### src/rtl/audioqsys_keys_in.sv
// audioqsys_keys_in: Avalon-MM key input PIO with synchroniser, debounce, sticky edge capture and level IRQ
module audioqsys_keys_in #(
  parameter int               WIDTH           = 4,
  parameter int               DEBOUNCE_CYCLES = 4,
  parameter int               EDGE_TYPE       = 1,
  parameter logic [WIDTH-1:0] RESET_LEVEL     = {WIDTH{1'b1}}
) (
  input  logic             clk,
  input  logic             reset_n,
  input  logic [1:0]       address,
  input  logic             chipselect,
  input  logic             write_n,
  input  logic [31:0]      writedata,
  input  logic [WIDTH-1:0] in_port,
  output logic [31:0]      readdata,
  output logic             irq
);
  localparam int CW = $clog2(DEBOUNCE_CYCLES) + 1;
  localparam logic [CW-1:0] CNT_MAX = CW'(DEBOUNCE_CYCLES - 1);

  logic [WIDTH-1:0]         sync1_q, sync2_q;
  logic [WIDTH-1:0]         db_q, db_d;
  logic [WIDTH-1:0][CW-1:0] cnt_q, cnt_d;
  logic [WIDTH-1:0]         irqmask_q, irqmask_d;
  logic [WIDTH-1:0]         edgecapture_q, edgecapture_d;
  logic [WIDTH-1:0]         rise, fall, set, clr, rd_sel;
  logic                     wr;
  logic                     unused_wd;

  assign unused_wd = ^writedata;

  // Two-flop synchroniser, kept free of logic so both stages sit back to back
  always_ff @(posedge clk or negedge reset_n)
    if (!reset_n) begin
      sync1_q <= RESET_LEVEL;
      sync2_q <= RESET_LEVEL;
    end else begin
      sync1_q <= in_port;
      sync2_q <= sync1_q;
    end

  // Per-bit debounce: a bit only moves after DEBOUNCE_CYCLES consecutive disagreeing samples
  always_comb begin
    db_d  = db_q;
    cnt_d = cnt_q;
    for (int i = 0; i < WIDTH; i++)
      if (sync2_q[i] == db_q[i]) cnt_d[i] = '0;
      else if (cnt_q[i] == CNT_MAX) begin
        db_d[i]  = sync2_q[i];
        cnt_d[i] = '0;
      end else cnt_d[i] = cnt_q[i] + CW'(1);
  end

  // Edge capture is keyed off the debounced update itself; a new edge beats a same-cycle clear
  always_comb begin
    wr            = chipselect & ~write_n;
    rise          = db_d & ~db_q;
    fall          = ~db_d & db_q;
    set           = EDGE_TYPE == 0 ? rise : EDGE_TYPE == 1 ? fall : rise | fall;
    clr           = (wr && address == 2'd3) ? writedata[WIDTH-1:0] : '0;
    irqmask_d     = (wr && address == 2'd2) ? writedata[WIDTH-1:0] : irqmask_q;
    edgecapture_d = (edgecapture_q & ~clr) | set;
  end

  // Debounce, mask and capture state
  always_ff @(posedge clk or negedge reset_n)
    if (!reset_n) begin
      db_q          <= RESET_LEVEL;
      cnt_q         <= '0;
      irqmask_q     <= '0;
      edgecapture_q <= '0;
    end else begin
      db_q          <= db_d;
      cnt_q         <= cnt_d;
      irqmask_q     <= irqmask_d;
      edgecapture_q <= edgecapture_d;
    end

  // Zero-latency read mux and level interrupt, both purely from registers
  always_comb begin
    rd_sel   = address == 2'd0 ? db_q : address == 2'd2 ? irqmask_q : address == 2'd3 ? edgecapture_q : '0;
    readdata = 32'(rd_sel);
    irq      = |(edgecapture_q & irqmask_q);
  end
endmodule

### config.mk
export PLATFORM = sky130hd
export DESIGN_NAME = audioqsys_keys_in
export DESIGN_NICKNAME = d
export VERILOG_FILES = /design/src/rtl/audioqsys_keys_in.sv
export SDC_FILE = /design/constraint.sdc
export NUM_CORES = 1
export LEC_CHECK = 0
export ABC_AREA = 1
export CAP_MARGIN = 20
export CORE_UTILIZATION = 41
export DETAILED_ROUTE_END_ITERATION = 16
export HOLD_SLACK_MARGIN = 0.15
export PLACE_DENSITY = 0.8
export SLEW_MARGIN = 20
export SYNTH_ARGS = -nofsm -noshare
export SYNTH_HDL_FRONTEND = slang
export SYNTH_SLANG_ARGS = --single-unit
### constraint.sdc
create_clock -name clk -period 1.1 [get_ports clk]
set_input_delay 0.22 -clock clk [delete_from_list [all_inputs] [get_ports clk]]
set_output_delay 0.22 -clock clk [all_outputs]
set_load 0.02 [all_outputs]
Yosys cells after proc, flatten, opt, wreduce, memory -nomap -nowiden. Index checks and enable logic that the tools add are counted.

Flip-flop bits (word level): 32. Bits of input ports: 42. Output and inout bits: 33. Logic and storage cells: 55.

Add/subtract/negate cells: 4. Equality and inequality tests: 10. Muxes and demuxes: 20. Bitwise gates (word level): 8. Reductions and logical operators: 4.

Operators with widths (count): $mux W3 (8); $mux W4 (4); $add A3 B1 Y3 const B (4); $and A4 B4 Y4 (3); $eq A3 B2 Y1 const B (4); $mux W1 (8); $not A4 Y4 (2); $eq A1 B1 Y1 (4); $eq A2 B2 Y1 const B (2); $or A4 B4 Y4 (1); $reduce_or A4 Y1 (1); $logic_and A1 B1 Y1 (2); $logic_not A2 Y1 (1); $and A1 B1 Y1 (1); $not A1 Y1 (1).

Depth between registers and ports, before layout. Gate-level depths: netlist of the first run.

Word-level depth: 7. Depth in mapped cells: 6. Gate-level depth less buffers: 6.

Worst setup path after synthesis of the first run. Ideal clock, no wire load.

Path type: register to output. Start point: reg db_q[3]. End point: out readdata[3]. Arrival time: 0.769 ns. Required time: 0.880 ns. Slack: 0.111 ns. Cell stages (with the launch flop): 3. Buffers on the path: 0. Path through: dfstp_2 > nand2_1 > nand3_1.

Word-level cells in the longest chain between the ends: 1.

Ends and longest elaborated chain: from (decl) (line 22) `logic [WIDTH-1:0] db_q, db_d;`; from (signal assigned) (line 68) `db_q <= RESET_LEVEL;`; from (signal assigned) (line 73) `db_q <= db_d;`; $mux W4 (line 81) `rd_sel = address == 2'd0 ? db_q : address == 2'd2 ? irqmask_q : address == 2'd3 ? edgecapture_q : '0;`; to (decl) (line 15) `output logic [31:0] readdata,`.

Every way passes these cells.

Final worst setup path of the first run.
Start point: reg db_q[0]. End point: out readdata[0].

Same word-level chain as after synthesis.

==> results.txt, run 1 <==
----------------------------------------------------
[Cells and area]
  Area added between synthesis and finish ... 24.01%
  Most common library cell in the layout ignoring fill and taps ... nand2_1
  Post-layout nets ... 257
  Commonest cells after routing, fill and taps aside ... 42 x nand2_1, 28 x conb_1, 20 x dfrtp_1, 14 x nor2_1
  Fraction of final layout cells with drive strength greater than 1 ... 26.42%
  Antenna diode instance count ... 0

[Routing]
  Wire per inst ... 9.573 µm
  Vias per cell ... 4.123
  Total vias in the final route ... 1072
  Length of the first detailed-routing pass in iterations ... 4
  # DRC ... 0
  Number of DRC markers after the initial detailed-route iteration ... 52
  Routed wire length ... 2489 µm
  Number of antenna-violating nets in the routed design ... 0

[Placed design]
  DP HPWL ... 1777 µm
  Routability Congestion ... 0.7916
  Number of buffers inserted by port buffering ... 18

[Clock tree]
  Max Root-Sink Buffers ... 2
  CTS tree ... done
  Root buf cell ... clkbuf_8
  Num CTS Buffers ... 5
  Hold buffer count at CTS ... 0
  Clock Latency Late Sink ... 0.28 ns
  Num Clock Sinks ... 32
  Count of H-tree levels built during CTS ... 2
  Clock slew at the register clock pins of the worst setup and hold paths ... 0.06 ns

[Power and ir drop]
  Power density cells ... 1987 nW/µm²
  Design Power ... 3890 µW
  Static Leakage ... 0.001003 µW
  Largest voltage drop on the vdd net ... 836.9 µV

[Timing]
  Final Critical Period ... 1.280 ns
  Setup WS post-layout ... -0.1804 ns
  Hold slack final ... 0.2956 ns
  Final setup viols ... 5
  Ratio of final minimum period to clock period ... 116.4%
  Setup repair after global routing missed its margin ... true
  Hold Fails Final Rpt ... 0
  Worst Clk Skew ... 0.004600 ns
  FMAX ... 0.7810 GHz
  Number of pins with negative max-slew slack in the final report ... 0

[Global routing]
  Number of global-route vias before repair ... 970
  Pin count of the biggest net entering global routing ... 33
  Total global-route track usage ... 13.29%
  Overflow after GRT ... 0
  Initial antenna violation count ... 0
  Wire length of the first global-routing pass ... 3953 µm

[Logic synthesis]
  Area fraction of the dominant cell type after synthesis ... 31.70%
  Cells taking the most area after synthesis ... dfrtp_1 32%, dfstp_2 20%, buf_4 13%
  Number of register bits inferred by synthesis ... 32
  Mapped Avg Cell Area ... 9.075 µm²
  Portion of the post-synthesis area used by sequential elements ... 51.66%
  Largest area contributor in the netlist ... dfrtp_1
  Count of unique library cells instantiated by Yosys ... 18
  Synth warnings ... 0
  Post-Synthesis Cells ... 174
  Synthesized area ... 1579 µm²

[Floorplanning]
  Die area ... 4104 µm²
  Starting utilization of the core area ... 42.81%
  Boundary Pins ... 75
  Die height ... 64.06 µm
  Number of placement rows ... 22
  Die span in x ... 64.06 µm
  Core area ... 3689 µm²

[Outcome]
  Result of the run ... finished with violations
  Failing checks ... setup timing

[Setup path]
  Arrival time of data at the critical path endpoint ... 1.06 ns
  Critical Setup Path Class ... flip-flop to primary output
  Endpoint required time on the critical path ... 0.88 ns
  Type of origin of the critical path ... flip-flop
  Max Fanout on Critical Path ... 2
  Flop2flop setup slack ... 0.03 ns
  Category of the worst setup path capture point ... primary output

[Run]
  Total of max-cap violations ... 0

[Min path]
  Hold/Removal Path Class ... input port to async pin

----------------------------------------------------
==> layer usage <==
layer,global-route usage (%),vias up,share of wire [%]
li1,-,552,-
met1,16.15,485,47
met2,19.28,32,45
met3,5.714,3,6.1
met4,8.239,0,1.6
met5,0,-,0
==> layout make-up <==
class                      count  area [µm²]
timing repair buffer          31       289.0
multi-input combinational    126       656.9
clock buffer                   8       80.08
inverter                      15       56.30
tap                           48       60.06
sequential                    32       815.8
fill                         333        1730
==> through the flow <==
stage	setup WS, ns	area (µm²)	utilization [%]	instances	TNS, ns
floorplan	0.1110	1680	-	201	0
global placement	-0.8707	1790	48.54	248	-5.610
detailed placement	-0.8792	1790	48.54	248	-5.872
CTS	-0.1837	1908	51.73	258	-0.8855
global route	-0.2307	1958	53.09	260	-1.033
finish	-0.1804	1958	53.09	260	-0.8242
==> cells in the mapped netlist, drive strengths merged <==
master and number:
dfstp 12, xnor2 4, nand2 47, ha 4, dfrtp 20, nand4 2, buf 28, nand3 15
inv 15, or2 4, o21ai 4, conb 1, nor2 18
==> path summary, 6_finish.rpt <==
path	to	startpoint	cells past startpoint
hold / removal	cnt_q[6]	reset_n	2
hold reg to reg	sync2_q[1]	sync1_q[1]	0
setup reg to reg	cnt_q[8]	db_q[2]	4
setup / recovery	readdata[0]	db_q[0]	3
min in group clk	sync1_q[2]	in_port[2]	1
max in group asynchronous	sync1_q[1]	reset_n	2
==> power by group <==
part	internal [µW]	switching, µW
sequential	1530	180
clock	448	399
combinational	606	722
==> sequential cells by signal, summed over array words and instances, names as in the netlist <==
register / flops
cnt_q: 12
db_q: 4
edgecapture_q: 4
irqmask_q: 4
sync1_q: 4
sync2_q: 4
==> kinds of logic after synthesis <==
| kind of cell | Yosys count | synth area share, % |
|---|---|---|
| AOI/OAI and AO/OA | 4 | 1.267 |
| xor gates and xnor gates | 4 | 2.218 |
| adders and majority gates | 4 | 3.170 |
| buffers and inverters | 43 | 16.88 |
| DFF | 32 | 51.66 |
| other | 1 | 0.2375 |
| and+or+nand+nor | 86 | 24.56 |
==> worst max-delay path: stages (launching register included) <==
cell and delay, ns:
dfstp_2 0.54, nand2_2 0.05, nand3_2 0.07, buf_6 0.12
==> timing repair <==
| action | CTS | global route |
|---|---|---|
| buffers inserted | 2 | 2 |
| gates resized for setup | 36 | 9 |
| endpoints found under the setup margin | 6 | 10 |
| pin swaps | 9 | 3 |
No activity file was read; power rests on OpenSTA's default activity.
==> run 2: changes to the inputs <==
--- a/config.mk
+++ b/config.mk
@@ -9,6 +9,7 @@
 export CAP_MARGIN = 20
 export CORE_UTILIZATION = 41
 export DETAILED_ROUTE_END_ITERATION = 16
+export GPL_TIMING_DRIVEN = 0
 export HOLD_SLACK_MARGIN = 0.15
 export PLACE_DENSITY = 0.8
 export SLEW_MARGIN = 20
==> run 2 against run 1 <==
Effect of this change:
- the run still ends with setup timing left
- global-route usage grew 0.63 points
- fmax shrank 0.19%
- largest power group unchanged
- first-iteration DRC count shrank 50%
- combinational power is essentially flat
- routed wire length grew 4.1%
- setup slack lost 0.0025 ns
- power grew 2.2%
- core utilization grew 4.1 points
- worst hold slack gained 0.047 ns
- cell area grew 7.7%
==> results.txt, run 2 (synthesized netlist as in run 1, its figures left out) <==
----------------------------------------------------
[Clock tree]
  Max Root-Sink Buffers ... 2
  CTS tree ... done
  Clock slew at the register clock pins of the worst setup and hold paths ... 0.06 ns
  Root buf cell ... clkbuf_8
  Num CTS Buffers ... 5
  Count of H-tree levels built during CTS ... 2
  Num Clock Sinks ... 32
  Clock Latency Late Sink ... 0.28 ns

[Timing]
  Number of pins with negative max-slew slack in the final report ... 0
  FMAX ... 0.7795 GHz
  Worst Clk Skew ... 0.001782 ns
  Final setup viols ... 5
  Ratio of final minimum period to clock period ... 116.6%
  Setup repair after global routing missed its margin ... true
  Hold Fails Final Rpt ... 0
  Setup WS post-layout ... -0.1829 ns
  Final sum of negative setup slack ... -0.8832 ns
  Final Critical Period ... 1.283 ns

[Cells and area]
  Post-layout nets ... 280
  Filler-free cell count of the finished design ... 282
  Final core utilization ... 57.16%
  Count of filler cells inserted in the layout ... 336
  Most common library cell in the layout ignoring fill and taps ... nand2_1
  Final std cell area, no fill ... 2108 µm²
  Antenna diode instance count ... 0
  Fraction of final layout cells with drive strength greater than 1 ... 33.76%
  Commonest cells after routing, fill and taps aside ... 45 x nand2_1, 34 x buf_4, 28 x conb_1, 20 x dfrtp_1, 13 x nor2_1
  Max FFs per register ... 12
  Area added between synthesis and finish ... 33.52%
  Biggest register ... cnt_q

[Floorplanning]
  Boundary Pins ... 75
  Number of placement rows ... 22
  Die span in x ... 64.06 µm
  Die area ... 4104 µm²
  Starting utilization of the core area ... 42.81%
  Die height ... 64.06 µm
  Core area ... 3689 µm²

[Min path]
  Hold/Removal Path Class ... input port to flip-flop

[Power and ir drop]
  Design internal power ... 2693 µW
  Comb pwr share ... 33.5%
  Power share of the sequential group ... 42.8%
  Sw Pwr ... 1285 µW
  Largest voltage drop on the vdd net ... 1108 µV
  Power density cells ... 1886 nW/µm²
  Fraction of power consumed by the clock network ... 23.8%
  Static Leakage ... 0.001130 µW
  Net switching share of the total power ... 32.30%

[Routing]
  Number of DRC markers after the initial detailed-route iteration ... 26
  Vias per cell ... 4.117
  Length of the first detailed-routing pass in iterations ... 4
  # DRC ... 0
  Wire per inst ... 9.188 µm
  Number of antenna-violating nets in the routed design ... 0
  Routed wire length ... 2591 µm
  Total vias in the final route ... 1161

[Setup path]
  Critical Setup Path Class ... flip-flop to primary output
  Max Fanout on Critical Path ... 2
  Buffer and inverter count on the worst path ... 1
  Endpoint required time on the critical path ... 0.88 ns
  Category of the worst setup path capture point ... primary output
  Slowest cell on the critical path ... dfstp_2
  CP delay by family, top ... flip-flops
  Arrival time of data at the critical path endpoint ... 1.06 ns
  Delay of the slowest cell on the worst path ... 0.52 ns
  Type of origin of the critical path ... flip-flop
  Cell breakdown of the critical path ... nand2_1, nand3_2, buf_6

[Placed design]
  Routability Congestion ... 0.7573
  Placed cells ... 267
  Dpl cell area ... 1916 µm²
  Number of buffers inserted by port buffering ... 18
  DP HPWL ... 1776 µm

[Global routing]
  Overflow after GRT ... 0
  Total global-route track usage ... 13.92%
  Initial antenna violation count ... 0
  Number of global-route vias before repair ... 1031
  Wire length of the first global-routing pass ... 4167 µm
  Pin count of the biggest net entering global routing ... 33

[Outcome]
  Result of the run ... finished with violations
  Failing checks ... setup timing

[Run]
  Total of max-cap violations ... 0

----------------------------------------------------
==> run 2: power by group through the flow <==
| stage | Sequential, µW | Clock (µW) | Combinational, µW |
|---|---|---|---|
| 3_5_place_dp | 1760 | 0 | 1140 |
| 3_3_place_gp | 1750 | 0 | 1120 |
| 2_1_floorplan | 1710 | 0 | 832 |
| 6_report | 1700 | 946 | 1330 |
| 5_1_grt | 1730 | 1030 | 1490 |
| 4_1_cts | 1690 | 974 | 1310 |
==> run 2: per-stage QoR <==
stage | hold WS, ns | setup WS (ns) | total power (µW)
6_report | 0.3429 | -0.1829 | 3977
5_1_grt | 0.3285 | -0.2333 | 4240
4_1_cts | 0.3356 | -0.1882 | 3977
3_5_place_dp | 0.2972 | -0.9263 | 2908
3_3_place_gp | 0.3462 | -0.9272 | 2866
2_1_floorplan | -0.07559 | 0.1110 | 2544
==> run 2: final timing paths <==
check | from | endpoint | slack, ns | cells past startpoint
max in group asynchronous | reset_n | sync2_q[1] | 0.32 | 2
min in group asynchronous | reset_n | cnt_q[6] | 0.44 | 2
worst min-delay path | in_port[3] | sync1_q[3] | 0.34 | 1
worst max register to register | cnt_q[9] | cnt_q[9] | 0.05 | 5
worst min register to register | sync1_q[0] | sync2_q[0] | 0.36 | 0
worst max-delay path | db_q[0] | readdata[0] | -0.18 | 3
==> run 2: timing repair <==
action,CTS,global route
pin swaps,5,2
hold buffers,1,0
endpoints found under the setup margin,5,25
endpoints found under the hold margin,20,0
buffers inserted,7,0
cloned,0,0
resized for setup,36,10
==> run 2: routing by layer <==
metal	part of all wire [%]	vias up	global-route usage [%]	wire length (µm)
met5	0	-	0	0
met1	42	525	15.50	1079
met2	50	35	23.67	1290
met3	7.4	4	5.714	191
met4	1.2	0	5.114	31
li1	-	597	-	-
==> run 2: final cells by class <==
type                    count  area (µm²)  area share (%)
flip-flops and latches     32       815.8           38.69
multi-input cells         126       635.6           30.15
repair buffers             26       234.0           11.10
plain buffers              28       210.2           9.970
clock buffers               7       96.34           4.570
well taps                  48       60.06           2.849
inverters                  15       56.30           2.671
==> run 3: changes to the inputs <==
--- a/config.mk
+++ b/config.mk
@@ -8,10 +8,12 @@
 export ABC_AREA = 1
 export CAP_MARGIN = 20
 export CORE_UTILIZATION = 41
+export CTS_CLUSTER_SIZE = 30
 export DETAILED_ROUTE_END_ITERATION = 16
+export GPL_ROUTABILITY_DRIVEN = 0
 export GPL_TIMING_DRIVEN = 0
 export HOLD_SLACK_MARGIN = 0.15
-export PLACE_DENSITY = 0.8
+export PLACE_DENSITY = 0.88
 export SLEW_MARGIN = 20
 export SYNTH_ARGS = -nofsm -noshare
 export SYNTH_HDL_FRONTEND = slang
==> run 3 against run 2 <==
Effect of this change:
- the flow still finishes with violations (setup timing)
- core utilization grew 0.81 points
- non-clock buffer count shrank 1
- cell area grew 1.4%
- worst hold slack lost 0.0040 ns
- clock skew grew 0.0026 ns
- routed wire length shrank 1.2%
- via count grew 0.26%
- critical path depth is the same
- combinational power is essentially flat
- largest cell class unchanged
==> results.txt, run 3 (synthesized netlist as in run 1, its figures left out) <==
----------------------------------------------------
[Outcome]
  Result of the run ... finished with violations
  Failing checks ... setup timing

[Clock tree]
  Num CTS Buffers ... 5
  Count of H-tree levels built during CTS ... 2
  Clock slew at the register clock pins of the worst setup and hold paths ... 0.06 ns
  Max Root-Sink Buffers ... 2
  Clock Latency Late Sink ... 0.28 ns
  Root buf cell ... clkbuf_8
  CTS tree ... done
  Num Clock Sinks ... 32

[Setup path]
  Type of origin of the critical path ... flip-flop
  Delay of the slowest cell on the worst path ... 0.54 ns
  Buffer and inverter count on the worst path ... 1
  Slowest cell on the critical path ... dfstp_2
  Category of the worst setup path capture point ... primary output
  Logic depth of the worst path, buffers included ... 3
  CP delay by family, top ... flip-flops
  Flop2flop setup slack ... 0.03 ns
  Cell breakdown of the critical path ... nand2_2, nand3_2, buf_6
  Arrival time of data at the critical path endpoint ... 1.08 ns
  Cell count of the worst reg-to-reg path ... 5
  Max Fanout on Critical Path ... 2
  Endpoint required time on the critical path ... 0.88 ns
  Critical Setup Path Class ... flip-flop to primary output

[Global routing]
  Total global-route track usage ... 14.40%
  Initial antenna violation count ... 0
  Overflow after GRT ... 0
  Pin count of the biggest net entering global routing ... 33
  Wire length of the first global-routing pass ... 4416 µm
  Number of global-route vias before repair ... 1096

[Floorplanning]
  Number of placement rows ... 22
  Starting utilization of the core area ... 42.81%
  Core area ... 3689 µm²
  Die height ... 64.06 µm
  Die area ... 4104 µm²
  Boundary Pins ... 75
  Die span in x ... 64.06 µm

[Routing]
  Total vias in the final route ... 1164
  Routed wire length ... 2561 µm
  Vias per cell ... 4.128
  Length of the first detailed-routing pass in iterations ... 4
  Number of antenna-violating nets in the routed design ... 0
  Wire per inst ... 9.082 µm
  # DRC ... 0
  Number of DRC markers after the initial detailed-route iteration ... 52

[Cells and area]
  Most common library cell in the layout ignoring fill and taps ... nand2_1
  Biggest register ... cnt_q
  Max FFs per register ... 12
  Sequential cell area in the final layout ... 815.8 µm²
  Commonest cells after routing, fill and taps aside ... 45 x nand2_1, 34 x buf_4, 28 x conb_1, 20 x dfrtp_1
  Area added between synthesis and finish ... 35.42%
  Fraction of final layout cells with drive strength greater than 1 ... 34.19%
  Antenna diode instance count ... 0
  Post-layout nets ... 279
  Count of filler cells inserted in the layout ... 334
  Filler-free cell count of the finished design ... 282
  Area occupied by multi-input gates ... 638.1 µm²

[Placed design]
  Number of buffers inserted by port buffering ... 18
  DP HPWL ... 1844 µm
  Placed cells ... 267
  Setup slack at placement ... -0.9288 ns

[Power and ir drop]
  Largest voltage drop on the vdd net ... 975.4 µV
  Power density cells ... 1991 nW/µm²
  Static Leakage ... 0.001134 µW

[Timing]
  Setup WS post-layout ... -0.1956 ns
  Hold Fails Final Rpt ... 0
  Setup repair after global routing missed its margin ... true
  Number of pins with negative max-slew slack in the final report ... 0
  FMAX ... 0.7719 GHz
  Final Critical Period ... 1.296 ns
  Ratio of final minimum period to clock period ... 117.8%
  Worst Clk Skew ... 0.004409 ns
  Final setup viols ... 5

[Min path]
  WHS Path Cells ... 1
  Hold/Removal Path Class ... input port to flip-flop

[Run]
  Total of max-cap violations ... 0

----------------------------------------------------
## run 3: changes by cell type in the layout (fill, tap and decap cells not counted), sizes merged
cell and change:
dlygate4sd2 +1, clkdlybuf4s15 +1, bufinv +1, buf -1, clkbuf -2
## run 3: timing repair
action,CTS,global route
resized for setup,34,10
endpoints found under the hold margin,20,0
setup buffers,6,0
pin swaps,5,5
hold buffers,1,0
setup endpoints to repair,5,33
## run 3: layer usage
metal  share of wire [%]  GRT usage, %
met2                  51         23.94
met5                   0             0
met4                 1.3         6.818
met3                 8.6         5.000
met1                  39         16.47
## run 3: where the power goes
part | internal [µW] | switching, µW | total (µW)
registers | 1530 | 178 | 1710
logic | 611 | 727 | 1340
clock network | 798 | 411 | 1210
total | 2940 | 1320 | 4260
## run 3: area by class of cell
| cell class | count | share of cell area (%) |
|---|---|---|
| repair buffers | 25 | 10.83 |
| clock inverters | 1 | 1.404 |
| inverters | 15 | 2.633 |
| plain buffers | 28 | 9.830 |
| flip-flops and latches | 32 | 38.15 |
| multi-input cells | 126 | 29.84 |
| clock buffers | 7 | 4.506 |
| well taps | 48 | 2.809 |
## run 3: stage by stage
stage	TNS, ns	hold slack, ns	util, %	total power [µW]	area (µm²)
after floorplan	0	-0.07559	-	2544	1680
after detailed placement	-5.574	0.2987	51.93	2932	1916
after global routing	-1.135	0.3305	57.97	4542	2138
after global placement	-25.30	0.3462	52.07	2855	1921
final	-0.8857	0.3389	57.97	4258	2138
after CTS	-0.9302	0.3299	57.26	4255	2112
## run 3: final timing paths
kind	from	to
min	in_port[0]	sync1_q[0]
min reg2reg	sync1_q[3]	sync2_q[3]
min in group asynchronous	reset_n	cnt_q[7]
max in group asynchronous	reset_n	db_q[1]
max	db_q[2]	readdata[2]
max reg2reg	cnt_q[9]	cnt_q[9]
